==> src/rtl/product_catalog.sv <==
// product_catalog
//   Keypad {row,col} -> validated price lookup with per-slot stock tracking.
//   A lookup takes two edges (IDLE->LOOKUP->HOLD); results are held until
//   dispense, cancel, or a new id_req. Price/stock tables are rewritable in IDLE.
// Ports:
//   clk, rst_n                      clock, async active-low reset
//   id_req, row, col                lookup request and slot index
//   dispense, cancel                commit / abandon the held item
//   cfg_we, cfg_row, cfg_col,
//   cfg_price, cfg_stock            table write (accepted in IDLE only)
//   id_done                         1-cycle pulse: lookup result valid
//   id_valid, sold_out,
//   val_product, stock_out          held lookup result
//   dispense_ack                    1-cycle pulse: sale committed
//   cfg_err                         1-cycle pulse: table write rejected
module product_catalog #(
  parameter int unsigned ROW_W       = 2,
  parameter int unsigned COL_W       = 2,
  parameter int unsigned PRICE_W     = 4,
  parameter int unsigned STOCK_W     = 4,
  parameter int unsigned INIT_STOCK  = 5,
  parameter int unsigned DEFAULT_MAP = 1
) (
  input  logic               clk,
  input  logic               rst_n,
  input  logic               id_req,
  input  logic [ROW_W-1:0]   row,
  input  logic [COL_W-1:0]   col,
  input  logic               dispense,
  input  logic               cancel,
  input  logic               cfg_we,
  input  logic [ROW_W-1:0]   cfg_row,
  input  logic [COL_W-1:0]   cfg_col,
  input  logic [PRICE_W-1:0] cfg_price,
  input  logic [STOCK_W-1:0] cfg_stock,
  output logic               id_done,
  output logic               id_valid,
  output logic               sold_out,
  output logic [PRICE_W-1:0] val_product,
  output logic [STOCK_W-1:0] stock_out,
  output logic               dispense_ack,
  output logic               cfg_err
);

  localparam int unsigned IDX_W = ROW_W + COL_W;
  localparam int unsigned DEPTH = 1 << IDX_W;

  typedef enum logic [1:0] {IDLE, LOOKUP, HOLD} state_t;

  state_t state, next_state;

  logic [PRICE_W-1:0] price_tab [DEPTH];
  logic [STOCK_W-1:0] stock_tab [DEPTH];
  logic [IDX_W-1:0]   idx;
  logic [IDX_W-1:0]   cfg_idx;
  logic [PRICE_W-1:0] cur_price;
  logic [STOCK_W-1:0] cur_stock;
  logic               has_price, has_stock;

  logic load_idx, do_cfg, cfg_rej, do_lookup, do_sale, do_clear;

  // Default price map only exists for the 16-entry table.
  function automatic logic [PRICE_W-1:0] default_price(input logic [IDX_W-1:0] i);
    logic [3:0]         k;
    logic [PRICE_W-1:0] p;
    p = '0;
    k = 4'(i);
    if (DEFAULT_MAP != 0 && IDX_W == 4) begin
      case (k)
        4'b0000: p = PRICE_W'(4);
        4'b0100: p = PRICE_W'(8);
        4'b0101: p = PRICE_W'(2);
        4'b1000: p = PRICE_W'(2);
        4'b1001: p = PRICE_W'(5);
        4'b1010: p = PRICE_W'(7);
        4'b1011: p = PRICE_W'(6);
        4'b1100: p = PRICE_W'(4);
        4'b1101: p = PRICE_W'(7);
        default: p = '0;
      endcase
    end
    return p;
  endfunction

  assign cfg_idx   = {cfg_row, cfg_col};
  assign cur_price = price_tab[idx];
  assign cur_stock = stock_tab[idx];
  assign has_price = (cur_price != '0);
  assign has_stock = (cur_stock != '0);

  always_ff @(posedge clk or negedge rst_n) begin
    if (!rst_n) state <= IDLE;
    else        state <= next_state;
  end

  always_comb begin
    next_state = state;
    load_idx   = 1'b0;
    do_cfg     = 1'b0;
    cfg_rej    = 1'b0;
    do_lookup  = 1'b0;
    do_sale    = 1'b0;
    do_clear   = 1'b0;
    case (state)
      IDLE: begin
        do_cfg = cfg_we;
        if (id_req) begin
          load_idx   = 1'b1;
          next_state = LOOKUP;
        end
      end
      LOOKUP: begin
        cfg_rej    = cfg_we;
        do_lookup  = 1'b1;
        next_state = HOLD;
      end
      HOLD: begin
        cfg_rej = cfg_we;
        // A dispense on an invalid item degrades to a cancel.
        if (dispense || cancel) begin
          do_clear   = 1'b1;
          do_sale    = dispense && id_valid;
          next_state = IDLE;
        end else if (id_req) begin
          load_idx   = 1'b1;
          next_state = LOOKUP;
        end
      end
      default: next_state = IDLE;
    endcase
  end

  always_ff @(posedge clk or negedge rst_n) begin
    if (!rst_n) begin
      idx          <= '0;
      id_done      <= 1'b0;
      id_valid     <= 1'b0;
      sold_out     <= 1'b0;
      val_product  <= '0;
      stock_out    <= '0;
      dispense_ack <= 1'b0;
      cfg_err      <= 1'b0;
      for (int unsigned i = 0; i < DEPTH; i++) begin
        price_tab[i] <= default_price(IDX_W'(i));
        stock_tab[i] <= (default_price(IDX_W'(i)) != '0) ? STOCK_W'(INIT_STOCK) : '0;
      end
    end else begin
      id_done      <= do_lookup;
      dispense_ack <= do_sale;
      cfg_err      <= cfg_rej;
      if (load_idx) idx <= {row, col};
      if (do_cfg) begin
        price_tab[cfg_idx] <= cfg_price;
        stock_tab[cfg_idx] <= cfg_stock;
      end
      if (do_lookup) begin
        id_valid    <= has_price && has_stock;
        sold_out    <= has_price && !has_stock;
        val_product <= (has_price && has_stock) ? cur_price : '0;
        stock_out   <= cur_stock;
      end
      if (do_clear) begin
        id_valid    <= 1'b0;
        sold_out    <= 1'b0;
        val_product <= '0;
        stock_out   <= '0;
      end
      if (do_sale) stock_tab[idx] <= stock_tab[idx] - STOCK_W'(1);
    end
  end

endmodule

==> config.mk <==
export PLATFORM = sky130hd
export DESIGN_NAME = product_catalog
export DESIGN_NICKNAME = d
export VERILOG_FILES = /design/src/rtl/product_catalog.sv
export SDC_FILE = /design/constraint.sdc
export NUM_CORES = 1
export LEC_CHECK = 0
export CAP_MARGIN = 20
export CORE_MARGIN = 5
export CORE_UTILIZATION = 48
export CTS_CLUSTER_SIZE = 12
export DETAILED_ROUTE_END_ITERATION = 8
export PLACE_DENSITY = 0.64
export RECOVER_POWER = 100
export SYNTH_ARGS = -nofsm -noshare
export SYNTH_HDL_FRONTEND = slang
export SYNTH_SLANG_ARGS = --single-unit
==> constraint.sdc <==
create_clock -name clk -period 7.3 [get_ports clk]
set_clock_uncertainty 0.1 [all_clocks]
set_input_delay 1.095 -clock clk [delete_from_list [all_inputs] [get_ports clk]]
set_output_delay 1.095 -clock clk [all_outputs]
set_load 0.05 [all_outputs]
==> flow_metrics.tcl <==
set metrics [dict create \
    yosys_warnings 0 \
    grt_pass1_wl_um 32000 \
    rows 46 \
    synth-edff-count 0 \
    fill_cells 1377 \
    p_sw_mw 1.66 \
    viasPerCell 6.31 \
    layout_min_cycle_time_ps 4830 \
    drt_pass1_iterations 5 \
    hold_viol_final 0 \
    fmax_mhz 207 \
    max_stage_delay_ps 2690 \
    cts_resized 0 \
    clock_latency_ps 420 \
    core_um2 15900 \
    yosys.area.top_type "dfrtp_1" \
    whs_ps 395 \
    worstSetupPathDepth 2 \
    violations "capacitance limit, slew limit" \
    synthCells 654 \
    synth_nets 681 \
    place_hpwl_um 13400 \
    die_x_um 137 \
    slew_headroom_pct -150 \
    antenna_left 0 \
    cts_tree "built" \
    setup_viol 0 \
    cts_hold_buf 0 \
    crit_type "in2async" \
    grt.overflow.total 0 \
    vias 5653 \
    clock_path_buffers 2 \
    crit_path_start_kind "primary input" \
    drive_gt1_share_pct 30.9 \
    reg2reg_depth 10 \
    wl_per_cell_um 22.7 \
    final_nets 694 \
    grt_pass1_vias 5569 \
    cts.clk_slew.worst_paths_ps 60 \
    cts_setup_buffers 0 \
    synth.most_common_cell "dfrtp_1" \
    first_iter_violations 665 \
    grt.total_usage_pct 22.7 \
    syn_area_um2 7760 \
    drv_slew 70 \
    synthFlopType "dfrtp_1" \
    cts_buffers 17 \
    gp_routability_congestion 0.880 \
    power_density_nw_per_um2 474 \
    max-cap-violations 1 \
    cp_top_family "buffers and inverters" \
    hold_path.class "reg2reg" \
    root_buffer "clkbuf_16" \
    seq_power_share_pct 35.2 \
    synthArstFlopShare_pct 100 \
    synthTopCellsByArea "dfrtp_1 37%, mux2_2 16%, dfstp_2 11%" \
    cp_max_fo 79 \
    whs_path_depth 2 \
    syn_area_per_cell_um2 11.9 \
    rsz0062_at_grt "no" \
    port_buffers 34 \
    slowest_stage "clkbuf_1" \
    die_h_um 137 \
    h-tree-depth 4 \
    ys_types 40 \
    synth_seq_area_share_pct 47.9 \
    swShare_pct 40.0 \
    synth_common_cells "114 x dfrtp_1, 107 x mux2_2, 60 x nand2_1" \
    power.clock.fraction_pct 19.5 \
    combPwrFrac_pct 45.3 \
    min_period_over_period_pct 66.1 \
    end_kind "asynchronous set/reset pin" \
    grt_max_degree 80 \
    cts.sinks 147 \
    num_io_pins 35 \
    outcome "finished, violations left" \
    antenna_found_initial 0 \
    critPathBufInv 2 \
    syn_to_final_growth_pct 12.6 \
    initial_core_util_pct 48.9 \
    die_area_um2 18800 \
    cp_cell_sequence "buf_6 > clkbuf_1" \
    cp.arrival_ps 4390 \
    intPower_mw 2.49 \
    antenna_cells 0 \
    wirelength_um 20400 \
    tightest_slew_ps 3740 \
    leakagePower_nw 3.61 \
    synth_top_area_share_pct 36.7 \
    drc 0 \
    required_ps 6860 \
    finalSetupTns_ps 0 \
    synth-seq-cells 147 \
    irDropWorstVdd_v 0.000262 \
]
==> path summary, 6_finish.rpt <==
check                      slack [ps]          from            end
max reg2reg                      2590        idx[0]  stock_tab[58]
max                              2470         rst_n  price_tab[50]
min reg2reg                       400  stock_out[3]   stock_out[3]
min in group asynchronous         620         rst_n  price_tab[42]
min                               400  stock_out[3]   stock_out[3]
max in group clk                 2590        idx[0]  stock_tab[58]
==> power groups by stage <==
stage	Sequential [mW]	Combinational [mW]	Clock, mW
2_1_floorplan	1.46	1.43	0
3_3_place_gp	1.45	1.85	0
3_5_place_dp	1.47	1.91	0
4_1_cts	1.46	1.92	0.819
5_1_grt	1.50	2.03	0.854
6_report	1.46	1.88	0.808
==> layer usage <==
layer	up-vias	GRT usage, %	part of all wire (%)
li1	2471	-	-
met2	240	35.4	47
met4	0	7.37	2.5
met5	-	0	0
met3	40	4.93	6.9
met1	2902	32.0	43
==> worst reg2reg max path, delay by kind of cell (launching register included) <==
family,cells,cell delay [ps]
flip-flops,1,340
buffers and inverters,4,2020
adder cells (fa/ha/maj),1,320
AO/OA/AOI/OAI,3,930
multiplexers,1,610
XOR/XNOR,1,220
==> flip-flops by register name, summed over array words and instances (netlist names) <==
signal,count
price_tab,64
id_valid,1
stock_tab,64
sold_out,1
state,2
idx,4
stock_out,4
dispense_ack,1
cfg_err,1
id_done,1
val_product,4
==> stage by stage <==
step | setup WS (ps) | utilization, % | power [mW] | instance area, um2 | instances
after global placement | 3410 | 51.8 | 3.30 | 8230 | 864
after global routing | 1670 | 55.0 | 4.38 | 8740 | 896
final | 2470 | 55.0 | 4.15 | 8740 | 896
after floorplan | 4140 | - | 2.89 | 7760 | 654
after detailed placement | 3390 | 51.8 | 3.38 | 8230 | 864
after CTS | 3360 | 55.2 | 4.19 | 8770 | 896
==> cells by family after synthesis <==
logic type / count (synthesis) / share of synthesized area (%)
AO/OA/AOI/OAI: 90 / 7.11
XOR/XNOR: 1 / 0.113
adder cells (fa/ha/maj): 5 / 0.806
buffers and inverters: 56 / 3.09
flip-flops: 147 / 47.9
multiplexers: 166 / 29.0
AND/OR/NAND/NOR: 189 / 12.0
==> placed cells by master, fill, tap and decap left out, types with 4 or more instances in the layout <==
master / Yosys / routed
clkinv_2: 0 / 6
a21oi_1: 23 / 23
o21ai_0: 18 / 36
dlygate4sd3_1: 0 / 15
nor2_1: 39 / 39
o21ai_1: 22 / 4
clkbuf_1: 40 / 10
inv_1: 5 / 7
a311oi_1: 13 / 13
nand2_1: 60 / 60
nand4_1: 18 / 18
mux2i_1: 21 / 21
and2_1: 8 / 7
a22o_1: 7 / 7
mux4_2: 36 / 36
nor3_1: 20 / 20
ha_1: 5 / 5
nor4_1: 17 / 17
clkbuf_16: 0 / 17
dfstp_2: 33 / 33
dfrtp_1: 114 / 113
and3_1: 10 / 10
clkdlybuf4s50_1: 0 / 18
mux2_2: 107 / 106
==> area by class of cell <==
type | instances | area (um2) | share of cell area (%)
well taps | 216 | 270 | 3.09
flip-flops and latches | 147 | 3720 | 42.6
inverters | 8 | 30.0 | 0.343
clock buffers | 22 | 454 | 5.19
multi-input cells | 451 | 3800 | 43.5
clock inverters | 10 | 85.1 | 0.973
repair buffers | 42 | 379 | 4.34
(Power assumes the default switching activity.)
==> edit: new RTL, same flow settings <==
`DEFAULT_MAP`: 1 -> 0.
--- a/src/rtl/product_catalog.sv
+++ b/src/rtl/product_catalog.sv
@@ -20,5 +20,5 @@
   parameter int unsigned STOCK_W     = 4,
   parameter int unsigned INIT_STOCK  = 5,
-  parameter int unsigned DEFAULT_MAP = 1
+  parameter int unsigned DEFAULT_MAP = 0
 ) (
   input  logic               clk,
Check against the original RTL: not equivalent (Yosys sat finds a counterexample within 4 cycles, from zero or initial values and one cycle with rst_n low).
==> edit against the unedited design <==
  * Highest routed layer unchanged
  * Setup slack lost 0.40 ns
  * Non-clock buffer count grew 10
  * Power grew 0.20%
  * Area after synthesis is essentially flat
  * Utilization grew 0.75 points
  * Via count shrank 2.2%
  * Design area grew 1.4%
  * Maximum frequency shrank 7.7%
  * Wire length grew 2.2%
  * Sequential cell count is the same
  * The flow still finishes with violations (max-capacitance violations, max-slew violations)
  * Count of clock-buffer cells in the layout shrank 5
  * First-iteration DRC count shrank 26%
==> edit: results (changes against the unedited design) <==
- Number of maximum-capacitance constraint violations: 3 (+2)
- Violated checks: max-capacitance violations, max-slew violations
- List of most frequent post-synthesis cells: sky130_fd_sc_hd__dfrtp_1, sky130_fd_sc_hd__mux2_2, sky130_fd_sc_hd__nand2_1, sky130_fd_sc_hd__nor2_1, sky130_fd_sc_hd__o21ai_0
- Via count of the first global-routing pass: 5668 (+1.8%)
- Pin count of the biggest net entering global routing: 91 (+14%)
- Highest ir drop seen on vdd: 0.338 mV (+29%)
- Met1 track utilization from global routing: 30.9% (-1.1 points)
- Share of cells above drive strength 1: 24.3% (-6.6 points)
- Routed length on met3: 1720 um (+22%)
- Slowest Stage Delay on Critical Path: 0.98 ns (-1.71 ns)
- DPL Wire Length: 14000 um (+4.0%)
- M2 GR Usage: 36.3% (+0.90 points)
- FFs w/ async S/R, synth: 100% (unchanged)
- Post-Syn Area per Cell: 12.1 sq um (+1.6%)
- Dominant cells by area after synthesis: sky130_fd_sc_hd__dfrtp_1, sky130_fd_sc_hd__mux2_2, sky130_fd_sc_hd__mux4_2, sky130_fd_sc_hd__mux4_1, sky130_fd_sc_hd__mux2i_1
- WL met2: 9740 um (+0.84%)
- Global-route wire length before repair: 32500 um (+1.6%)
- P_sw: 1.68 mW (+1.0%)
- Number of vias per cell after detailed routing: 6.15 (-2.6%)
- Actual slew at the worst max-slew pin: 3.15 ns (-0.595 ns)
- GR met3 Demand/Resource: 6.84% (+1.9 points)
- Leak: 3.84 nW (+6.2%)
- Final net count: 697 (+0.43%)
- Data arrival time of the worst path: 5.42 ns (+1.03 ns)
- First-pass iteration count of the detailed router: 5 (unchanged)
- Met1 wire length: 8690 um (-1.1%)
- Net count after synthesis: 670 (-1.6%)
- DRT Wirelength: 20800 um (+2.2%)
- Total number of vias: 5526 (-2.2%)
- Routability-driven placement congestion ratio: 0.879 (about the same)
- Distinct cell type count after synthesis: 39 (-2.5%)
- Status: finished with violations
- # placed instances: 866 (+0.23%)
- Slew Viols, Final: 93 (+33%)
- Overall global routing resource usage: 23.5% (+0.71 points)
- Detailed router's first-iteration violation count: 495 (-26%)
- Largest fanout on the critical path: 26 (-67%)
- Slowest cell on crit path: sky130_fd_sc_hd__clkinv_1
- # fillers: 1360 (-1.2%)
## edit: cell count changes in the layout (fill, tap and decap cells not counted), moves of 5 or more
| cell | change |
|---|---|
| sky130_fd_sc_hd__a21oi_1 | -7 |
| sky130_fd_sc_hd__mux4_2 | -16 |
| sky130_fd_sc_hd__mux4_1 | +17 |
| sky130_fd_sc_hd__o311a_1 | +5 |
| sky130_fd_sc_hd__nand3_1 | +5 |
| sky130_fd_sc_hd__buf_4 | +7 |
| sky130_fd_sc_hd__clkinvlp_4 | +5 |
| sky130_fd_sc_hd__nand4_1 | -15 |
| sky130_fd_sc_hd__dfrtp_1 | +34 |
| sky130_fd_sc_hd__a311oi_1 | -5 |
| sky130_fd_sc_hd__mux2i_1 | +7 |
| sky130_fd_sc_hd__dfstp_2 | -33 |
| sky130_fd_sc_hd__nor3_1 | +7 |
## edit: final cells by class
type	instances	area, sq um	area share, %
multi-input combinational	446	3840	43.3
clock inverter	15	183	2.06
inverter	6	22.5	0.254
clock buffer	17	425	4.80
tap	216	270	3.05
timing repair buffer	52	443	5.00
sequential	147	3680	41.5
## edit: path summary, 6_finish.rpt
path	to	slack, ns	startpoint	cells after the start
max	stock_tab[38]	2.07	idx[3]	9
min	stock_out[2]	0.39	stock_out[2]	2
max reg2reg	stock_tab[38]	2.07	idx[3]	9
min reg2reg	stock_out[2]	0.39	stock_out[2]	2
max in group asynchronous	stock_tab[5]	2.98	rst_n	2
min in group asynchronous	price_tab[25]	0.65	rst_n	1
## edit: worst min-delay path: stages, from the launching register on
cell,delay [ns]
sky130_fd_sc_hd__dfrtp_1,0.34
sky130_fd_sc_hd__nand2_1,0.04
sky130_fd_sc_hd__o21ai_0,0.07
## edit: cells by family (layout without fill, tap and decap cells)
logic type	count (synthesis)	in the layout	share of synthesized area (%)
muxes	170	170	30.4
adders and majority gates	5	5	0.806
AOI/OAI and AO/OA	80	80	6.56
DFF	147	147	47.4
buffers and inverters	50	90	3.18
xor gates and xnor gates	1	1	0.113
and+or+nand+nor	190	190	11.5
## edit: power groups by stage
stage / clock network, mW / logic (mW) / registers, mW
3_5_place_dp: 0 / 1.86 / 1.43
2_1_floorplan: 0 / 1.41 / 1.39
4_1_cts: 0.908 / 1.86 / 1.42
6_report: 0.898 / 1.84 / 1.42
3_3_place_gp: 0 / 1.76 / 1.40
5_1_grt: 0.939 / 1.99 / 1.46
## edit: metrics by stage
stage	instance area [sq um]	total power [mW]	setup WS (ns)	hold WS, ns	util, %
after floorplan	7760	2.80	4.24	0.370	-
after global placement	8270	3.17	2.49	0.374	52.1
after detailed placement	8290	3.29	2.67	0.385	52.2
after CTS	8900	4.19	2.65	0.400	56.0
after global routing	8860	4.40	1.64	0.405	55.8
final	8860	4.16	2.07	0.389	55.8
